<file path="src/rtl/fwd_hazard_unit.sv">
`default_nettype none
// ============================================================================
// Module   : fwd_hazard_unit
// Purpose  : EX operand forwarding, load-use stall FSM and mul/div scoreboard.
// Revision : 1.0 - initial release
// ============================================================================
module fwd_hazard_unit #(
    parameter int NUM_SRC    = 2,
    parameter int REG_W      = 5,
    parameter int LOAD_STALL = 1
) (
    input  logic                       clk,
    input  logic                       rst,
    input  logic [NUM_SRC*REG_W-1:0]   id_rs,
    input  logic [NUM_SRC-1:0]         id_rs_used,
    input  logic [REG_W-1:0]           id_rd,
    input  logic                       id_regwrite,
    input  logic                       id_is_md,
    input  logic [NUM_SRC*REG_W-1:0]   ex_rs,
    input  logic [NUM_SRC-1:0]         ex_imm_sel,
    input  logic [REG_W-1:0]           ex_rd,
    input  logic                       ex_regwrite,
    input  logic                       ex_memread,
    input  logic [REG_W-1:0]           mem_rd,
    input  logic                       mem_regwrite,
    input  logic [REG_W-1:0]           wb_rd,
    input  logic                       wb_regwrite,
    input  logic                       md_done,
    input  logic [REG_W-1:0]           md_rd,
    input  logic                       flush,
    output logic [2*NUM_SRC-1:0]       fwd_sel,
    output logic                       stall,
    output logic                       bubble_ex,
    output logic [(2**REG_W)-1:0]      sb_busy,
    output logic [REG_W:0]             md_pending
);

    localparam int         NREG      = 2**REG_W;
    localparam logic [2:0] C_LU_INIT = 3'(LOAD_STALL - 1);

    typedef enum logic [0:0] {
        ST_IDLE    = 1'b0,
        ST_LU_WAIT = 1'b1
    } state_t;

    state_t                 state_q;
    logic [2:0]             cnt_q;
    logic [NREG-1:0]        sb_busy_q, sb_busy_d;
    logic [REG_W:0]         md_pending_q, md_pending_d;

    logic [NUM_SRC-1:0]     w_lu_src;
    logic [NUM_SRC-1:0]     w_raw_src;
    logic                   w_lu_hit;
    logic                   w_sb_hit;
    logic                   w_stall;
    logic                   w_issue;

    for (genvar gi = 0; gi < NUM_SRC; gi++) begin : g_src
        logic [REG_W-1:0] w_ex_src;
        logic [REG_W-1:0] w_id_src;
        logic [1:0]       w_sel;

        assign w_ex_src = ex_rs[gi*REG_W +: REG_W];
        assign w_id_src = id_rs[gi*REG_W +: REG_W];

        // MEM result is younger than WB, so it wins when both match
        always_comb begin
            w_sel = 2'b00;
            if (ex_imm_sel[gi])
                w_sel = 2'b11;
            else if (mem_regwrite && (mem_rd != '0) && (mem_rd == w_ex_src))
                w_sel = 2'b01;
            else if (wb_regwrite && (wb_rd != '0) && (wb_rd == w_ex_src))
                w_sel = 2'b10;
        end

        assign fwd_sel[2*gi +: 2] = rst ? 2'b00 : w_sel;
        assign w_lu_src[gi]       = id_rs_used[gi] && (w_id_src == ex_rd);
        assign w_raw_src[gi]      = id_rs_used[gi] && sb_busy_q[w_id_src];
    end

    assign w_lu_hit = ex_memread && ex_regwrite && (ex_rd != '0) && (|w_lu_src);
    assign w_sb_hit = (|w_raw_src) ||
                      (id_regwrite && (id_rd != '0) && sb_busy_q[id_rd]);

    assign w_stall  = !rst && !flush &&
                      (((state_q == ST_IDLE) && w_lu_hit) ||
                       (state_q == ST_LU_WAIT) || w_sb_hit);
    assign stall     = w_stall;
    assign bubble_ex = w_stall;

    // Load-use FSM: the IDLE cycle that detects the hazard is the first stall cycle
    always_ff @(posedge clk) begin
        if (rst || flush) begin
            state_q <= ST_IDLE;
            cnt_q   <= 3'd0;
        end else begin
            case (state_q)
                ST_IDLE: begin
                    if (w_lu_hit && (LOAD_STALL > 1)) begin
                        state_q <= ST_LU_WAIT;
                        cnt_q   <= C_LU_INIT;
                    end
                end
                ST_LU_WAIT: begin
                    if (cnt_q == 3'd1) begin
                        state_q <= ST_IDLE;
                        cnt_q   <= 3'd0;
                    end else begin
                        cnt_q   <= cnt_q - 3'd1;
                    end
                end
                default: begin
                    state_q <= ST_IDLE;
                    cnt_q   <= 3'd0;
                end
            endcase
        end
    end

    assign w_issue = id_is_md && id_regwrite && (id_rd != '0) && !w_stall && !flush;

    // Set is applied after clear so a same-index issue wins over completion
    always_comb begin
        sb_busy_d = sb_busy_q;
        if (md_done && (md_rd != '0))
            sb_busy_d[md_rd] = 1'b0;
        if (w_issue)
            sb_busy_d[id_rd] = 1'b1;
        sb_busy_d[0] = 1'b0;
    end

    always_comb begin
        md_pending_d = '0;
        for (int k = 0; k < NREG; k++)
            md_pending_d = md_pending_d + (REG_W+1)'(sb_busy_d[k]);
    end

    always_ff @(posedge clk) begin
        if (rst) begin
            sb_busy_q    <= '0;
            md_pending_q <= '0;
        end else begin
            sb_busy_q    <= sb_busy_d;
            md_pending_q <= md_pending_d;
        end
    end

    assign sb_busy    = sb_busy_q;
    assign md_pending = md_pending_q;

endmodule
`default_nettype wire

</file>
<file path="config.mk">
export PLATFORM = sky130hd
export DESIGN_NAME = fwd_hazard_unit
export DESIGN_NICKNAME = d
export VERILOG_FILES = /design/src/rtl/fwd_hazard_unit.sv
export SDC_FILE = /design/constraint.sdc
export NUM_CORES = 1
export LEC_CHECK = 0
export ABC_AREA = 1
export ABC_CLOCK_PERIOD_IN_PS = 22200
export CAP_MARGIN = 20
export CORE_ASPECT_RATIO = 2
export CORE_MARGIN = 1
export CORE_UTILIZATION = 55
export DETAILED_ROUTE_END_ITERATION = 8
export PLACE_DENSITY = 0.87
export RECOVER_POWER = 100
export SYNTH_ARGS = -nofsm -noshare
export SYNTH_HDL_FRONTEND = slang
export SYNTH_SLANG_ARGS = --single-unit
</file>
<file path="constraint.sdc">
create_clock -name clk -period 22.2 [get_ports clk]
set_input_delay 5.55 -clock clk [delete_from_list [all_inputs] [get_ports clk]]
set_output_delay 5.55 -clock clk [all_outputs]
set_load 0.1 [all_outputs]
</file>
==> impl_metrics.py <==
metrics = {
    "critical_path": {
        "critPathSlowestCell": "clkbuf_1",
        "required_ps": 16650,
        "worst-path-buf-inv": 4,
        "path_depth": 6,
        "path_delay_family": "buffers and inverters",
        "worstSetupPathType": "input port to output pin",
        "crit_fanout": 43,
        "cp.arrival_ps": 10020,
        "max_stage_delay_ps": 1880,
        "worstPathCellList": "buf_2 -> clkbuf_1 -> nor2_1 -> nand2_1 -> inv_1 -> dlygate4sd3_1",
        "endpoint_kind": "output pin",
        "rr_worst_depth": 29,
        "critPathLaunchType": "input port",
    },
    "pwr": {
        "p_leak_uw": 0.002548,
        "ir_worst_vdd_uv": 37.26,
        "p_per_area_mw_per_mm2": 37.58,
    },
    "routing": {
        "drc": 0,
        "first_pass_iters": 5,
        "detail-route-antenna-nets": 0,
        "viasPerCell": 5.912,
        "vias": 5155,
        "met1_length_microns": 5010,
        "wl_microns": 16510,
        "wl_per_cell_microns": 18.93,
        "routed-wl-met2_microns": 8385,
        "wl_met3_microns": 1279,
        "first_iter_violations": 414,
        "highest_layer": "met4",
    },
    "grt": {
        "overflow": 0,
        "grt_pass1_vias": 5069,
        "grt_pass1_wl_microns": 25950,
        "grt_max_degree": 44,
        "grt_util_all_layers": 0.4220,
        "antenna_found_initial": 1,
    },
    "floorplan": {
        "die_h_microns": 129.6,
        "coreArea_sq_mm": 0.007885,
        "die_w_microns": 65.78,
        "die_area_sq_mm": 0.008521,
        "start_util": 0.5674,
        "ios": 103,
        "rows": 46,
    },
    "placement": {
        "io_buffer_count": 101,
        "dp_hpwl_microns": 12700,
        "gp_congestion": 1.061,
    },
    "yosys": {
        "ys_ff_latch": 41,
        "ys_async_sr_fraction": 0,
        "netlist_area_sq_mm": 0.004474,
        "synth.mux.area_fraction": 0,
        "yosysWarningCount": 0,
        "synth_top_family_by_area": "simple AND/OR/NAND/NOR gates",
        "synth_simple_gate_area_frac": 0.3957,
        "ys_seq_area_frac": 0.1834,
        "synth_nets": 782,
        "avgSynthCellArea_sq_um": 6.475,
        "synth_fa_ha_area_frac": 0.1281,
        "synthDistinctLibCells": 35,
        "synthXorXnorAreaFrac": 0.03915,
        "synth_ff_type": "dfxtp_1",
        "synth_cells": 691,
        "synth_compound_area_frac": 0.1362,
        "synth_edf_count": 0,
    },
    "clocking": {
        "cts_tree": "built",
        "clk_latency_ps": 300,
        "cts_htree_levels": 2,
        "clkSlewWorstSetupHoldPaths_ps": 60,
        "cts_root_buf": "clkbuf_16",
        "postCtsResizedCells": 0,
        "cts_hold_buf": 0,
        "cts_buffer_depth": 2,
        "numCtsBuffers": 5,
        "cts.sinks": 41,
        "post-cts-setup-buffers": 0,
    },
    "cells_and_area": {
        "fin_nets": 865,
        "final_cell_mix": "nand2_1 (200), nand3_1 (88), inv_1 (85)",
        "area_delta_synth_final_pct": 21.03,
        "final_common_cell": "nand2_1",
        "multi_input_area_sq_mm": 0.002992,
        "regArea_sq_um": 820.8,
        "fill_cells": 725,
        "final_core_util": 0.6868,
        "drive_gt1_frac": 0.05290,
    },
    "sta": {
        "fin_worst_skew_ps": 4.606,
        "worstMarginPinSlew_ps": 2660,
        "setup_tns_ps": 0,
        "max_freq_mhz": 64.22,
        "final.period_utilization": 0.7014,
        "max_slew_margin": -0.7732,
        "finalHoldViolCount": 0,
        "setup_viol": 0,
        "min_period_ps": 15570,
        "rsz0062_at_grt": "no",
        "whs_ps": 477.7,
        "drv_slew": 44,
    },
    "min_path": {
        "hp-class": "flip-flop to flip-flop",
        "holdPathStages": 2,
    },
    "outcome": {
        "status": "finished with violations",
        "violations": "max-capacitance violations, max-slew violations",
    },
    "job": {
        "cap_violations": 1,
    },
}
[registers in the layout (all words and copies together), names as in the netlist]
register,count
sb_busy,31
md_pending,6
cnt_q,3
state_q,1
[stage by stage]
stage / total power, uW / worst slack, ps / instances / instance area, sq um
floorplan: 110.9 / 8891 / 691 / 4474
finish: 203.5 / 6629 / 872 / 5415
CTS: 203.4 / 7514 / 871 / 5564
global route: 210.6 / 6451 / 871 / 5413
global placement: 130.2 / 7585 / 863 / 5428
detailed placement: 131.3 / 7525 / 863 / 5428
[layout make-up]
cell class                 count  share of cell area
multi-input combinational    535              0.5524
timing repair buffer         102              0.1865
sequential                    41              0.1516
inverter                      89             0.06169
clock buffer                   8             0.02518
tap                           96             0.02218
antenna                        1           0.0004621
[cells by family after synthesis]
family | Yosys count
xor gates and xnor gates | 20
buffers and inverters | 115
DFF | 41
other | 1
and+or+nand+nor | 384
AOI/OAI and AO/OA | 98
adders and majority gates | 32
[worst min-delay path: cells and delay by family, from the launching register on]
| kind | cells | cell delay (ps) |
|---|---|---|
| AOI/OAI and AO/OA | 1 | 60 |
| DFF | 1 | 310 |
| buffers and inverters | 1 | 70 |
[layer usage]
layer  track usage  up-vias
li1              -     2371
met1        0.3682     2337
met2        0.7155      319
met3        0.1479      128
met4        0.4066        0
met5             0        -
[final timing paths]
check                             endpoint              startpoint  slack [ps]
hold reg to reg      cnt_q[2]$_SDFFE_PN0P_   cnt_q[2]$_SDFFE_PN0P_         480
hold / removal       cnt_q[2]$_SDFFE_PN0P_   cnt_q[2]$_SDFFE_PN0P_         480
setup / recovery                 bubble_ex                     rst        6630
setup reg to reg  md_pending[4]$_SDFF_PP0_  sb_busy[22]$_SDFF_PP0_       14940
[Yosys cell counts, types with 9 or more instances]
| cell | number | area share |
|---|---|---|
| nor3_1 | 18 | 0.020 |
| nor2_1 | 62 | 0.052 |
| xor2_1 | 12 | 0.023 |
| o21ai_0 | 47 | 0.053 |
| ha_1 | 9 | 0.025 |
| nand2_1 | 199 | 0.17 |
| fa_1 | 23 | 0.10 |
| a21oi_2 | 26 | 0.051 |
| nand3_1 | 60 | 0.067 |
| inv_1 | 85 | 0.071 |
| dfxtp_1 | 41 | 0.18 |
| nand3_2 | 30 | 0.067 |
| a21oi_1 | 16 | 0.018 |
[report_power, final]
part           total, uW  internal [uW]  leakage [uW]  switching [uW]
clock               74.3           42.0     0.0000652            32.4
combinational       54.7           19.0       0.00215            35.7
sequential          74.5           74.0      0.000330           0.535
No activity file was read; power rests on OpenSTA's default activity.
